===== src/rtl/seg_pkg.sv =====
// Shared constants for the multiplexed 7-segment display driver.
// The segment byte is laid out [7:0] = P,A,B,C,D,E,F,G (active-high).
package seg_pkg;

    localparam int SEG_P = 7;
    localparam int SEG_A = 6;
    localparam int SEG_B = 5;
    localparam int SEG_C = 4;
    localparam int SEG_D = 3;
    localparam int SEG_E = 2;
    localparam int SEG_F = 1;
    localparam int SEG_G = 0;

    localparam logic [7:0] SEG_OFF = 8'h00;
    // Digit enables are active-low; slice to the digit count in use.
    localparam logic [7:0] DIG_OFF = 8'hFF;

    localparam logic [7:0] GLYPH_0 = 8'h7E;
    localparam logic [7:0] GLYPH_1 = 8'h30;
    localparam logic [7:0] GLYPH_2 = 8'h6D;
    localparam logic [7:0] GLYPH_3 = 8'h79;
    localparam logic [7:0] GLYPH_4 = 8'h33;
    localparam logic [7:0] GLYPH_5 = 8'h5B;
    localparam logic [7:0] GLYPH_6 = 8'h5F;
    localparam logic [7:0] GLYPH_7 = 8'h70;
    localparam logic [7:0] GLYPH_8 = 8'h7F;
    localparam logic [7:0] GLYPH_9 = 8'h7B;
    localparam logic [7:0] GLYPH_A = 8'h77;
    localparam logic [7:0] GLYPH_B = 8'h1F;
    localparam logic [7:0] GLYPH_C = 8'h4E;
    localparam logic [7:0] GLYPH_D = 8'h3D;
    localparam logic [7:0] GLYPH_E = 8'h4F;
    localparam logic [7:0] GLYPH_F = 8'h47;

    // Hex nibble to glyph with the decimal point bit clear.
    function automatic logic [7:0] hex_glyph(input logic [3:0] nib);
        logic [7:0] g;
        case (nib)
            4'h0: g = GLYPH_0;
            4'h1: g = GLYPH_1;
            4'h2: g = GLYPH_2;
            4'h3: g = GLYPH_3;
            4'h4: g = GLYPH_4;
            4'h5: g = GLYPH_5;
            4'h6: g = GLYPH_6;
            4'h7: g = GLYPH_7;
            4'h8: g = GLYPH_8;
            4'h9: g = GLYPH_9;
            4'hA: g = GLYPH_A;
            4'hB: g = GLYPH_B;
            4'hC: g = GLYPH_C;
            4'hD: g = GLYPH_D;
            4'hE: g = GLYPH_E;
            default: g = GLYPH_F;
        endcase
        return g;
    endfunction

endpackage


===== src/rtl/seg_hex_decode.sv =====
// Combinational segment decode for one digit slot: glyph, decimal point,
// glyph-only blanking (leading zeros) and full blanking (ghost/blink).
module seg_hex_decode
    import seg_pkg::*;
(
    input  logic [3:0] i_nibble,
    input  logic       i_dp,
    input  logic       i_blank,
    input  logic       i_off,
    output logic [7:0] o_smg
);

    // Full blanking wins; glyph blanking keeps the decimal point.
    always_comb begin
        o_smg = SEG_OFF;
        if (!i_off) begin
            o_smg        = i_blank ? SEG_OFF : hex_glyph(i_nibble);
            o_smg[SEG_P] = i_dp;
        end
    end

endmodule


===== src/rtl/seg_scan_driver.sv =====
// Multiplexed 7-segment scan driver: prescaler, digit pointer, ghost
// blanking, tear-free shadow load, blink and optional leading-zero blanking.
// Outputs are registered and lag the cnt/ptr state by one cycle.
module seg_scan_driver
    import seg_pkg::*;
#(
    parameter int DIG_NUM      = 4,
    parameter int SCAN_DIV     = 50000,
    parameter int BLANK_CYC    = 2,
    parameter int BLINK_FRAMES = 125,
    parameter int LZB          = 0
)
(
    input  logic                   clk,
    input  logic                   rst_n,
    input  logic [4*DIG_NUM-1:0]   data,
    input  logic [DIG_NUM-1:0]     dp_mask,
    input  logic [DIG_NUM-1:0]     blink_mask,
    input  logic                   load,
    output logic [DIG_NUM-1:0]     dig,
    output logic [7:0]             smg,
    output logic                   frame_done
);

    localparam int PTR_W = (DIG_NUM > 1) ? $clog2(DIG_NUM) : 1;
    localparam int CNT_W = $clog2(SCAN_DIV);
    localparam int BL_W  = (BLINK_FRAMES > 1) ? $clog2(BLINK_FRAMES) : 1;

    logic [CNT_W-1:0]       r_cnt;
    logic [PTR_W-1:0]       r_ptr;
    logic [BL_W-1:0]        r_blink_cnt;
    logic                   r_blink_phase;
    logic                   r_pending;
    logic [4*DIG_NUM-1:0]   r_stg_data;
    logic [DIG_NUM-1:0]     r_stg_dp;
    logic [DIG_NUM-1:0]     r_stg_blink;
    logic [4*DIG_NUM-1:0]   r_sh_data;
    logic [DIG_NUM-1:0]     r_sh_dp;
    logic [DIG_NUM-1:0]     r_sh_blink;
    logic                   r_wrap;
    logic [DIG_NUM-1:0]     r_dig;
    logic [7:0]             r_smg;
    logic                   r_frame_done;

    logic                   w_slot_end;
    logic                   w_frame_end;
    logic                   w_in_blank;
    logic                   w_blinked;
    logic [DIG_NUM-1:0]     w_onehot;
    logic [DIG_NUM-1:0]     w_lead_zero;
    logic                   w_glyph_blank;
    logic [3:0]             w_nibble;
    logic [7:0]             w_smg;

    assign w_slot_end  = (r_cnt == CNT_W'(SCAN_DIV - 1));
    assign w_frame_end = w_slot_end && (r_ptr == PTR_W'(DIG_NUM - 1));

    // Prescaler and digit pointer; the pointer steps once per slot.
    always_ff @(posedge clk) begin
        if (!rst_n) begin
            r_cnt <= '0;
            r_ptr <= '0;
        end else if (w_slot_end) begin
            r_cnt <= '0;
            r_ptr <= w_frame_end ? '0 : r_ptr + PTR_W'(1);
        end else begin
            r_cnt <= r_cnt + CNT_W'(1);
        end
    end

    // Loads are staged and only reach the shadow at a frame boundary, so a
    // frame never mixes two loads. A load on the boundary itself goes
    // straight through.
    always_ff @(posedge clk) begin
        if (!rst_n) begin
            r_pending   <= 1'b0;
            r_stg_data  <= '0;
            r_stg_dp    <= '0;
            r_stg_blink <= '0;
            r_sh_data   <= '0;
            r_sh_dp     <= '0;
            r_sh_blink  <= '0;
        end else begin
            if (load) begin
                r_stg_data  <= data;
                r_stg_dp    <= dp_mask;
                r_stg_blink <= blink_mask;
            end
            if (w_frame_end) begin
                r_pending <= 1'b0;
                if (load) begin
                    r_sh_data  <= data;
                    r_sh_dp    <= dp_mask;
                    r_sh_blink <= blink_mask;
                end else if (r_pending) begin
                    r_sh_data  <= r_stg_data;
                    r_sh_dp    <= r_stg_dp;
                    r_sh_blink <= r_stg_blink;
                end
            end else if (load) begin
                r_pending <= 1'b1;
            end
        end
    end

    // Blink phase flips every BLINK_FRAMES frame boundaries; 1 = visible.
    always_ff @(posedge clk) begin
        if (!rst_n) begin
            r_blink_cnt   <= '0;
            r_blink_phase <= 1'b1;
        end else if (w_frame_end) begin
            if (r_blink_cnt == BL_W'(BLINK_FRAMES - 1)) begin
                r_blink_cnt   <= '0;
                r_blink_phase <= ~r_blink_phase;
            end else begin
                r_blink_cnt <= r_blink_cnt + BL_W'(1);
            end
        end
    end

    // A digit is a leading zero when it and every digit above it are zero;
    // digit 0 always shows.
    always_comb begin
        logic v_run;
        v_run       = 1'b1;
        w_lead_zero = '0;
        for (int i = DIG_NUM - 1; i >= 0; i--) begin
            v_run = v_run & (r_sh_data[4*i +: 4] == 4'h0);
            if (i != 0) begin
                w_lead_zero[i] = v_run;
            end
        end
    end

    // Current slot selection: one-hot digit enable and shadow nibble.
    always_comb begin
        w_onehot        = '0;
        w_onehot[r_ptr] = 1'b1;
        w_nibble        = r_sh_data[{r_ptr, 2'b00} +: 4];
    end

    assign w_in_blank    = (r_cnt < CNT_W'(BLANK_CYC));
    assign w_blinked     = r_sh_blink[r_ptr] && !r_blink_phase;
    assign w_glyph_blank = (LZB != 0) && w_lead_zero[r_ptr];

    seg_hex_decode u_decode (
        .i_nibble (w_nibble),
        .i_dp     (r_sh_dp[r_ptr]),
        .i_blank  (w_glyph_blank),
        .i_off    (w_in_blank || w_blinked),
        .o_smg    (w_smg)
    );

    // Output registers; frame_done lines up with the first output cycle
    // of slot 0 after a wrap.
    always_ff @(posedge clk) begin
        if (!rst_n) begin
            r_dig        <= DIG_OFF[DIG_NUM-1:0];
            r_smg        <= SEG_OFF;
            r_wrap       <= 1'b0;
            r_frame_done <= 1'b0;
        end else begin
            r_dig        <= w_in_blank ? DIG_OFF[DIG_NUM-1:0] : ~w_onehot;
            r_smg        <= w_smg;
            r_wrap       <= w_frame_end;
            r_frame_done <= r_wrap;
        end
    end

    assign dig        = r_dig;
    assign smg        = r_smg;
    assign frame_done = r_frame_done;

endmodule


===== config.mk =====
export PLATFORM = sky130hd
export DESIGN_NAME = seg_scan_driver
export DESIGN_NICKNAME = d
export VERILOG_FILES = /design/src/rtl/seg_pkg.sv /design/src/rtl/seg_hex_decode.sv /design/src/rtl/seg_scan_driver.sv
export SDC_FILE = /design/constraint.sdc
export NUM_CORES = 1
export LEC_CHECK = 0
export BUFFER_PORTS_ARGS = -buffer_cell sky130_fd_sc_hd__buf_2
export CORE_MARGIN = 8
export CORE_UTILIZATION = 40
export CTS_BUF_LIST = sky130_fd_sc_hd__clkbuf_8
export CTS_CLUSTER_DIAMETER = 40
export CTS_CLUSTER_SIZE = 25
export DETAILED_ROUTE_END_ITERATION = 10
export HOLD_SLACK_MARGIN = 0.1
export PLACE_DENSITY = 0.68
export SYNTH_ARGS = -nofsm -noshare
export SYNTH_HDL_FRONTEND = slang
export SYNTH_SLANG_ARGS = --single-unit

===== constraint.sdc =====
create_clock -name clk -period 1.95 [get_ports clk]
set_input_delay 0.39 -clock clk [delete_from_list [all_inputs] [get_ports clk]]
set_output_delay 0.39 -clock clk [all_outputs]
set_load 0.05 [all_outputs]

* Word-level counts from Yosys, hierarchy flattened *
Memories as Yosys holds them, arrays and structs flattened. A register that Yosys moved wholly into a read port is not among the register bits.
Cells that the tools add are included.

storage, ports and cells
  memories kept = 1
  ROM bits = 112
  bits in registers = 89
  output and inout port bits = 13
  input bits = 27

memories
  name              depth  width  read ports  clocked after memory_dff  write ports  line           source
  (name not given)  16     7      1           1                         0            seg_pkg.sv:38  case (nib)

operators by class
  reduce and logical (&&, ||, !) cells = 12
  mux-type cells = 14
  bitwise operators = 3
  shifts and indexed selects = 1
  $lt $le $gt $ge = 3
  equal/unequal tests = 3
  add/sub/neg operators = 3

operators with widths
  kind                     count
  $mux W16                 2
  $add A16 B1 Y16 const B  1
  $eq A16 B16 Y1 const B   1
  $lt A16 B2 Y1 const B    1
  $mux W4                  4
  $shiftx A16 B5 Y4        1
  $reduce_or A2 Y1         4
  $add A7 B1 Y7 const B    1
  $eq A7 B7 Y1 const B     1
  $mux W7                  1
  $bmux W1 S2              2
  $not A4 Y4               1
  $reduce_and A2 Y1        2
  $logic_and A1 B1 Y1      3
  $lt A2 B3 Y1 const B     1
  $mux W1                  3
  $add A2 B1 Y2 const B    1
  $demux W1 S2             1
  $eq A2 B2 Y1 const B     1
  $ge A2 B1 Y1 const B     1
  $mux W2                  1
  $not A1 Y1               2
  $reduce_bool A2 Y1       1
  $logic_not A1 Y1         1
  $logic_or A1 B1 Y1       1

* Longest topological paths before layout *
Gate-level depths: netlist (run 1).

  word-level depth = 5
  mapped depth = 8
  mapped depth without buffers = 6

* Cells and area by module *
From an unflattened synthesis (run 1), not the netlist that was laid out.

second synthesis, totals
  cells, all modules = 395
  area total of the unflattened synthesis = 3,991.3 sq um

by module, submodules not included
  module           area each (sq um)  cells each  times used  sequential area each (sq um)
  seg_scan_driver  3,698.5            359         1           1,781.7
  seg_hex_decode   292.8              36          1           0.0

* Worst setup path after synthesis (run 1) *
No wires, ideal clock.

  kind = flip-flop to flip-flop
  from = register r_ptr[0]
  to = register r_smg[5], in the netlist smg[5]
  arrival = 2.059 ns
  required time = 1.859 ns
  buffers on the path = 2
  setup time = 0.091 ns
  cell stages (with the launch flop) = 9
  setup slack = -0.201 ns
  period minus slack after synthesis = 2.151 ns
  cells stage by stage = dfxtp_1 buf_2 buf_2 mux4_2 inv_1 ha_1 nor2_1 a211oi_1 a311oi_1

between the ends
  word-level cells in the longest chain between the ends = 5

RTL lines
  element                        line                    source
  from (decl)                    seg_scan_driver.sv:30   logic [PTR_W-1:0] r_ptr;
  from (signal assigned)         seg_scan_driver.sv:65   r_ptr <= w_frame_end ? '0 : r_ptr + PTR_W'(1);
  $bmux W1 S2                    seg_scan_driver.sv:143  assign w_blinked = r_sh_blink[r_ptr] && !r_blink_phase;
  $mux W1 (not written as such)  seg_scan_driver.sv:143
  $logic_and A1 B1 Y1            seg_scan_driver.sv:143
  $logic_or A1 B1 Y1             seg_scan_driver.sv:150  .i_off (w_in_blank || w_blinked),
  $reduce_or A2 Y1 (no line)     --
  to (decl)                      seg_scan_driver.sv:42   logic [7:0] r_smg;

Parallel ways exist; a longest one is shown, timed or not. The select of a mux whose other input is x is not followed.
A chain may end at the register's enable or synchronous reset.

* Worst setup path in the final report (run 1) *
  from = register r_cnt[5]
  to = register r_sh_data[0]

between the ends
  word-level cells in the longest chain between the ends = 3

RTL lines
  element                      line                   source
  from (decl)                  seg_scan_driver.sv:29  logic [CNT_W-1:0] r_cnt;
  from (signal assigned)       seg_scan_driver.sv:67  r_cnt <= r_cnt + CNT_W'(1);
  $eq A16 B16 Y1               seg_scan_driver.sv:55  assign w_slot_end = (r_cnt == CNT_W'(SCAN_DIV - 1));
  $logic_and A1 B1 Y1          seg_scan_driver.sv:56  assign w_frame_end = w_slot_end && (r_ptr == PTR_W'(DIG_NUM - 1));
  $reduce_and A2 Y1 (no line)  --
  to (signal assigned)         seg_scan_driver.sv:92  r_sh_data <= data;
  to (signal assigned)         seg_scan_driver.sv:96  r_sh_data <= r_stg_data;
  to (decl)                    seg_scan_driver.sv:37  logic [4*DIG_NUM-1:0] r_sh_data;

No other way between the ends.

==> implementation parameters, run 1 <==
Parameter                              Value

Clock network
  Post-CTS sizing    0
  Post-CTS setup-driven buffer insertion count    0
  Latest clock arrival within the worst-skew pair    0.36 ns
  Num CTS Buffers    9
  Library cell used as clock root buffer    clkbuf_8
  Clock tree buffer depth    2
  Clock-pin slew on the worst setup and hold paths    0.09 ns
  Sink Count    89
  Post-cts hold buffer count    0
  Total number of H-tree levels    3
  TritonCTS clock tree    built

Power
  Combinational cell fraction of total power    0.063
  Power Internal    2.68 mW
  Sequential group share of total power    0.534
  Switching power of the nets    846 uW
  Power Dens Cells    743 nW/um2
  Peak supply drop    0.000464 V
  Sw Share    0.240
  Cell leakage power    2.01 nW
  Clock power share    0.403

Global routing
  Total global-route track usage    0.126
  Antenna violations before repair    0
  Leftover overflow at the end of global routing    0
  Via count of the first global-routing pass    2854
  Pin count of the biggest net entering global routing    34
  Global-route wire length before repair    13600 um

STA
  Max Transition Viols Final    0
  Final worst path period share    0.944
  Relative slew slack    0.477
  Highest achievable clock rate    543 MHz
  Worst slew pin tran    0.779 ns
  Count of final hold-check violations    0
  Worst clock skew    0.0110 ns
  Final Critical Period    1.84 ns
  Fin Setup TNS    0 ns
  Setup violations, final    0
  Hold slack final    0.302 ns

Setup path
  Critical Path Max Stage Delay    0.40 ns
  Slowest stage cell on the critical path    nor4_4
  Chain of cells forming the critical path    nor4_4, and3_1, o211ai_4, buf_12, mux2_4
  Data required time at the worst endpoint    2.20 ns
  Data arrival time of the critical path    2.09 ns
  Launching element type of the critical path    register
  Highest net fanout along the worst path    21
  Endpoint type of the worst setup path    register
  Setup CP Type    reg -> reg

Synthesis
  Share of the yosys chip area belonging to registers    0.434
  Post-synthesis cell count    394
  Post-synth ARST share    0
  Count of warnings emitted by yosys    0
  Post-synth top cells    dfxtp_1 (89), nor2_1 (44), mux2i_1 (31)
  Net count of the mapped netlist    435
  Synthesized cell area    4100 um2
  Synthesized area per cell    10.4 um2
  EDFF count, synth    0
  Netlist cell types    51
  Fraction of synthesized cell area taken by the top area cell type    0.434
  Most frequent cell after synthesis    dfxtp_1
  Top flip-flop cell by instance count after synthesis    dfxtp_1
  Flip-flop and latch count after synthesis    89
  Leading cell types by total area after synthesis    dfxtp_1 (43%), mux2i_1 (7.6%), mux2_4 (7.3%)
  Post-synthesis cell type with the largest combined area    dfxtp_1

Placed design
  Dpl hpwl    5860 um
  Placer congestion estimate    0.811
  Count of buffers from port buffering    39
  Placement-stage cell area    4510 um2
  Cell Count Post-Placement    567

Floorplanning
  Die X    117 um
  Number of I/O pins    40
  Starting utilization of the core area    0.405
  Die span in y    117 um
  Die Outline Area    13800 um2
  Core Box Area    10100 um2
  Total number of placement rows    37

Routing
  Drt via density    5.01
  Average detailed-routed wire length per instance    14.0 um
  Met1 layer wirelength in the final routing    3920 um
  Total met3 wirelength after detailed routing    375 um
  Top routing layer in use    met4
  Overall routed net length    8180 um
  Number of routed nets with antenna violations    0
  Routed wire length on met2    3760 um
  Pre-antenna DRT Iters    4
  DR vias    2919
  Drt drc    0
  Drt initial violations    155

Cells and area
  Non-Filler Cell Area, Final    4750 um2
  Post-layout net count    483
  Share of final-layout standard cells stronger than drive strength 1    0.275
  Final instance count without filler cells    583
  Synth-to-Final Area Change    15.7%
  Antenna diodes    0
  Fraction of the core area covered by cells at the end of the flow    0.468

Outcome
  Status    complete, no violations

Worst hold path
  Worst hold path type    in -> reg

Run
  Maxcap violations    0
-- placed cells by master (no fill, tap or decap), types with 2 or more instances in the layout --
cell type  count
or2_2          2
a31oi_1        3
clkbuf_8       9
a21oi_1       11
xnor2_1        4
or4_1          2
a211oi_1       2
nand2_1       16
bufinv_16      2
mux4_2         6
a311oi_1       2
and4_2         2
and2_1        25
nor3_1         8
dfxtp_1       88
mux2_4        20
buf_4         17
mux2i_1       31
inv_1          7
o221a_2        2
buf_2         39
inv_2          2
inv_6          3
o22ai_1        2
nor4_1         2
and3_1         7
mux2_2         7
nor3b_1        2
o21ai_0        9
xor2_1        10
o21ai_1        2
ha_1          13
nand3_1       12
or3_1          2
and4_1         3
nor2_1        44
buf_12         2
nand4_1        6
-- power by group through the flow --
stage               clock, mW  combinational, mW  sequential [mW]
global route             1.54              0.247             1.89
floorplan                   0              0.103             1.97
global placement            0              0.221             1.92
finish                   1.42              0.223             1.88
CTS                      1.46              0.226             1.88
detailed placement          0              0.225             1.93
-- metal layers --
layer,GRT usage,vias up
met5,0,-
met3,0.0318,11
li1,-,1484
met2,0.193,54
met4,0.0640,0
met1,0.160,1370
-- logic make-up (layout without fill, tap and decap cells) --
| group | count (synthesis) | in the layout | share of synthesized area |
|---|---|---|---|
| fa+ha+maj | 14 | 14 | 0.0427 |
| compound gates | 41 | 41 | 0.0671 |
| simple gates | 140 | 140 | 0.182 |
| xor+xnor | 14 | 14 | 0.0299 |
| buf+inv | 31 | 84 | 0.0402 |
| mux | 65 | 65 | 0.204 |
| flops | 89 | 89 | 0.434 |
-- registers in the layout, indices dropped and copies added (netlist names) --
name / cells
r_cnt: 16
r_sh_data: 16
r_stg_data: 16
smg: 8
r_blink_cnt: 7
dig: 4
r_sh_blink: 4
r_sh_dp: 4
r_stg_blink: 4
r_stg_dp: 4
r_ptr: 2
frame_done: 1
r_blink_phase: 1
r_pending: 1
r_wrap: 1
-- critical path, delay by kind of cell, from the launching register on --
family / cells / cell delay [ns]
AO/OA/AOI/OAI: 1 / 0.15
multiplexers: 1 / 0.30
AND/OR/NAND/NOR: 2 / 0.70
flip-flops: 1 / 0.38
buffers and inverters: 1 / 0.20
-- worst paths after layout --
path,startpoint,end,slack [ns],cells after the start
worst max register to register,r_cnt[5]$_SDFF_PP0_,r_sh_data[0]$_SDFFE_PN0P_,0.11,5
worst min register to register,r_wrap$_SDFF_PN0_,frame_done$_SDFF_PN0_,0.45,1
worst min-delay path,data[2],r_stg_data[2]$_SDFFE_PN0P_,0.30,3
worst max-delay path,r_cnt[5]$_SDFF_PP0_,r_sh_data[0]$_SDFFE_PN0P_,0.11,5
-- through the flow --
stage                     setup WS (ns)  power (mW)
after floorplan                0.000154        2.07
after global placement            0.132        2.15
after detailed placement         0.0441        2.15
after CTS                        0.0155        3.57
after global routing           -0.00526        3.67
final                             0.110        3.53
-- layout make-up --
type | count | area [um2]
fillers | 963 | 5390
multi-input cells | 274 | 2170
flip-flops and latches | 89 | 1780
repair buffers | 58 | 363
well taps | 136 | 170
clock buffers | 9 | 124
clock inverters | 7 | 100
inverters | 10 | 37.5
Power figures use the tool's default switching activity.
==> inputs of run 2 (changes only) <==
--- a/config.mk
+++ b/config.mk
@@ -5,15 +5,16 @@
 export SDC_FILE = /design/constraint.sdc
 export NUM_CORES = 1
 export LEC_CHECK = 0
-export BUFFER_PORTS_ARGS = -buffer_cell sky130_fd_sc_hd__buf_2
 export CORE_MARGIN = 8
 export CORE_UTILIZATION = 40
 export CTS_BUF_LIST = sky130_fd_sc_hd__clkbuf_8
 export CTS_CLUSTER_DIAMETER = 40
 export CTS_CLUSTER_SIZE = 25
 export DETAILED_ROUTE_END_ITERATION = 10
+export DONT_BUFFER_PORTS = 1
 export HOLD_SLACK_MARGIN = 0.1
-export PLACE_DENSITY = 0.68
+export PLACE_DENSITY = 0.64
 export SYNTH_ARGS = -nofsm -noshare
 export SYNTH_HDL_FRONTEND = slang
 export SYNTH_SLANG_ARGS = --single-unit
+export TNS_END_PERCENT = 20
==> implementation parameters, run 2 (same netlist as run 1, synthesis figures left out) <==
Parameter                              Value

Clock network
  Clock tree buffer depth    2
  Latest clock arrival within the worst-skew pair    0.37 ns
  Total number of H-tree levels    3
  Clock-pin slew on the worst setup and hold paths    0.09 ns
  Library cell used as clock root buffer    clkbuf_8
  Sink Count    89
  TritonCTS clock tree    built
  Num CTS Buffers    9

STA
  Setup violations, final    0
  Highest achievable clock rate    534 MHz
  Worst clock skew    0.0112 ns
  Final Critical Period    1.87 ns
  Worst slew pin tran    0.504 ns
  Final worst path period share    0.961
  Count of final hold-check violations    0
  Max Transition Viols Final    0
  Unrepaired setup endpoints after global routing    yes
  Relative slew slack    0.664

Global routing
  Gr busiest metal    met2
  Antenna violations before repair    0
  Leftover overflow at the end of global routing    0
  Pin count of the biggest net entering global routing    34
  Global-route wire length before repair    13900 um
  Via count of the first global-routing pass    2791
  Met3 Track Usage GR    0.0508
  Global routing usage on met1    0.161
  Routing usage on met2    0.203
  Total global-route track usage    0.132

Floorplanning
  Die Outline Area    13800 um2
  Total number of placement rows    37
  Core Box Area    10100 um2
  Starting utilization of the core area    0.405
  Die span in y    117 um
  Number of I/O pins    40
  Die X    117 um

Cells and area
  Commonest non-fill, non-tap cells in the layout    dfxtp_1 (88), nor2_1 (43), mux2i_1 (31)
  Number of fill cells    931
  Final instance count without filler cells    546
  Synth-to-Final Area Change    12.1%
  Most common cell after layout, fill and taps aside    dfxtp_1
  Post-layout net count    446
  Antenna diodes    0
  Non-Filler Cell Area, Final    4600 um2
  Registers with the highest flip-flop counts    r_cnt (16), r_sh_data (16), r_stg_data (16)
  Share of final-layout standard cells stronger than drive strength 1    0.212

Placed design
  Placer congestion estimate    0.737
  Placement-stage cell area    4310 um2
  Cell Count Post-Placement    527
  Count of buffers from port buffering    0
  Dpl hpwl    6070 um

Worst hold path
  Worst hold path type    in -> reg

Routing
  Drt initial violations    176
  Number of routed nets with antenna violations    0
  Pre-antenna DRT Iters    4
  Average detailed-routed wire length per instance    15.4 um
  Overall routed net length    8430 um
  DR vias    2784
  Drt via density    5.10
  Drt drc    0

Power
  Combinational cell fraction of total power    0.031
  Power Internal    2.78 mW
  Cell leakage power    1.87 nW
  Power Dens Cells    783 nW/um2
  Power consumption    3.60 mW
  Switching power of the nets    826 uW
  Sequential group share of total power    0.536
  Peak supply drop    0.000299 V
  Sw Share    0.229
  Clock power share    0.433

Setup path
  Data required time at the worst endpoint    2.22 ns
  Setup slack on the worst flop-to-flop path    0.08 ns
  Data arrival time of the critical path    2.14 ns
  Setup CP Type    reg -> reg
  Endpoint type of the worst setup path    register
  Highest net fanout along the worst path    4
  Launching element type of the critical path    register

Outcome
  Status    complete, no violations

Run
  Maxcap violations    0
[run 2: path summary, 6_finish.rpt]
| kind | from | end | depth (start not counted) |
|---|---|---|---|
| min | rst_n | frame_done$_SDFF_PN0_ | 1 |
| min reg2reg | r_wrap$_SDFF_PN0_ | frame_done$_SDFF_PN0_ | 1 |
| max | r_ptr[0]$_SDFFE_PN0P_ | smg[5]$_SDFF_PP0_ | 6 |
| max reg2reg | r_ptr[0]$_SDFFE_PN0P_ | smg[5]$_SDFF_PP0_ | 6 |
[run 2: cell type report]
type                            count  area (um2)  area share
Inverter                           10        37.5     0.00816
Sequential cell                    89        1780       0.387
Multi-Input combinational cell    274        2180       0.474
Tap cell                          136         170      0.0370
Clock buffer                        9         124      0.0269
Clock inverter                      7         124      0.0269
Timing Repair Buffer               21         183      0.0397
[run 2: what timing repair did]
| item | 4_1_cts | 5_1_grt |
|---|---|---|
| hold buffers | 0 | 0 |
| setup buffers | 2 | 1 |
| pin swaps | 1 | 0 |
| setup endpoints to repair | 2 | 6 |
| gates resized for setup | 2 | 4 |
[run 2: worst max-delay path: stages (launching register included)]
cell and delay [ns]:
dfxtp_2 0.38, mux4_2 0.57, inv_2 0.11, ha_1 0.23
nor2_2 0.14, a211oi_1 0.07, a311oi_1 0.27
[run 2: power by group through the flow]
stage | Sequential, mW | Clock [mW] | Combinational, mW
CTS | 1.93 | 1.60 | 0.112
global placement | 1.97 | 0 | 0.108
detailed placement | 1.98 | 0 | 0.111
floorplan | 1.97 | 0 | 0.103
global route | 1.94 | 1.69 | 0.124
finish | 1.93 | 1.56 | 0.111
[run 2: per-layer routing]
metal / vias up / share of wire
met1: 1309 / 0.47
met2: 57 / 0.45
li1: 1408 / -
met4: 0 / 0.015
met3: 10 / 0.069
met5: - / 0
[run 2: per-stage QoR]
stage                     setup slack, ns  setup TNS [ns]  hold slack, ns  utilization
final                              0.0768               0           0.144        0.454
after detailed placement          -0.0246         -0.0246           0.424        0.425
after global routing              -0.0219         -0.0219           0.129        0.454
after global placement              0.107               0           0.440        0.425
after floorplan                  0.000154               0           0.412            -
after CTS                          0.0130               0           0.127        0.452
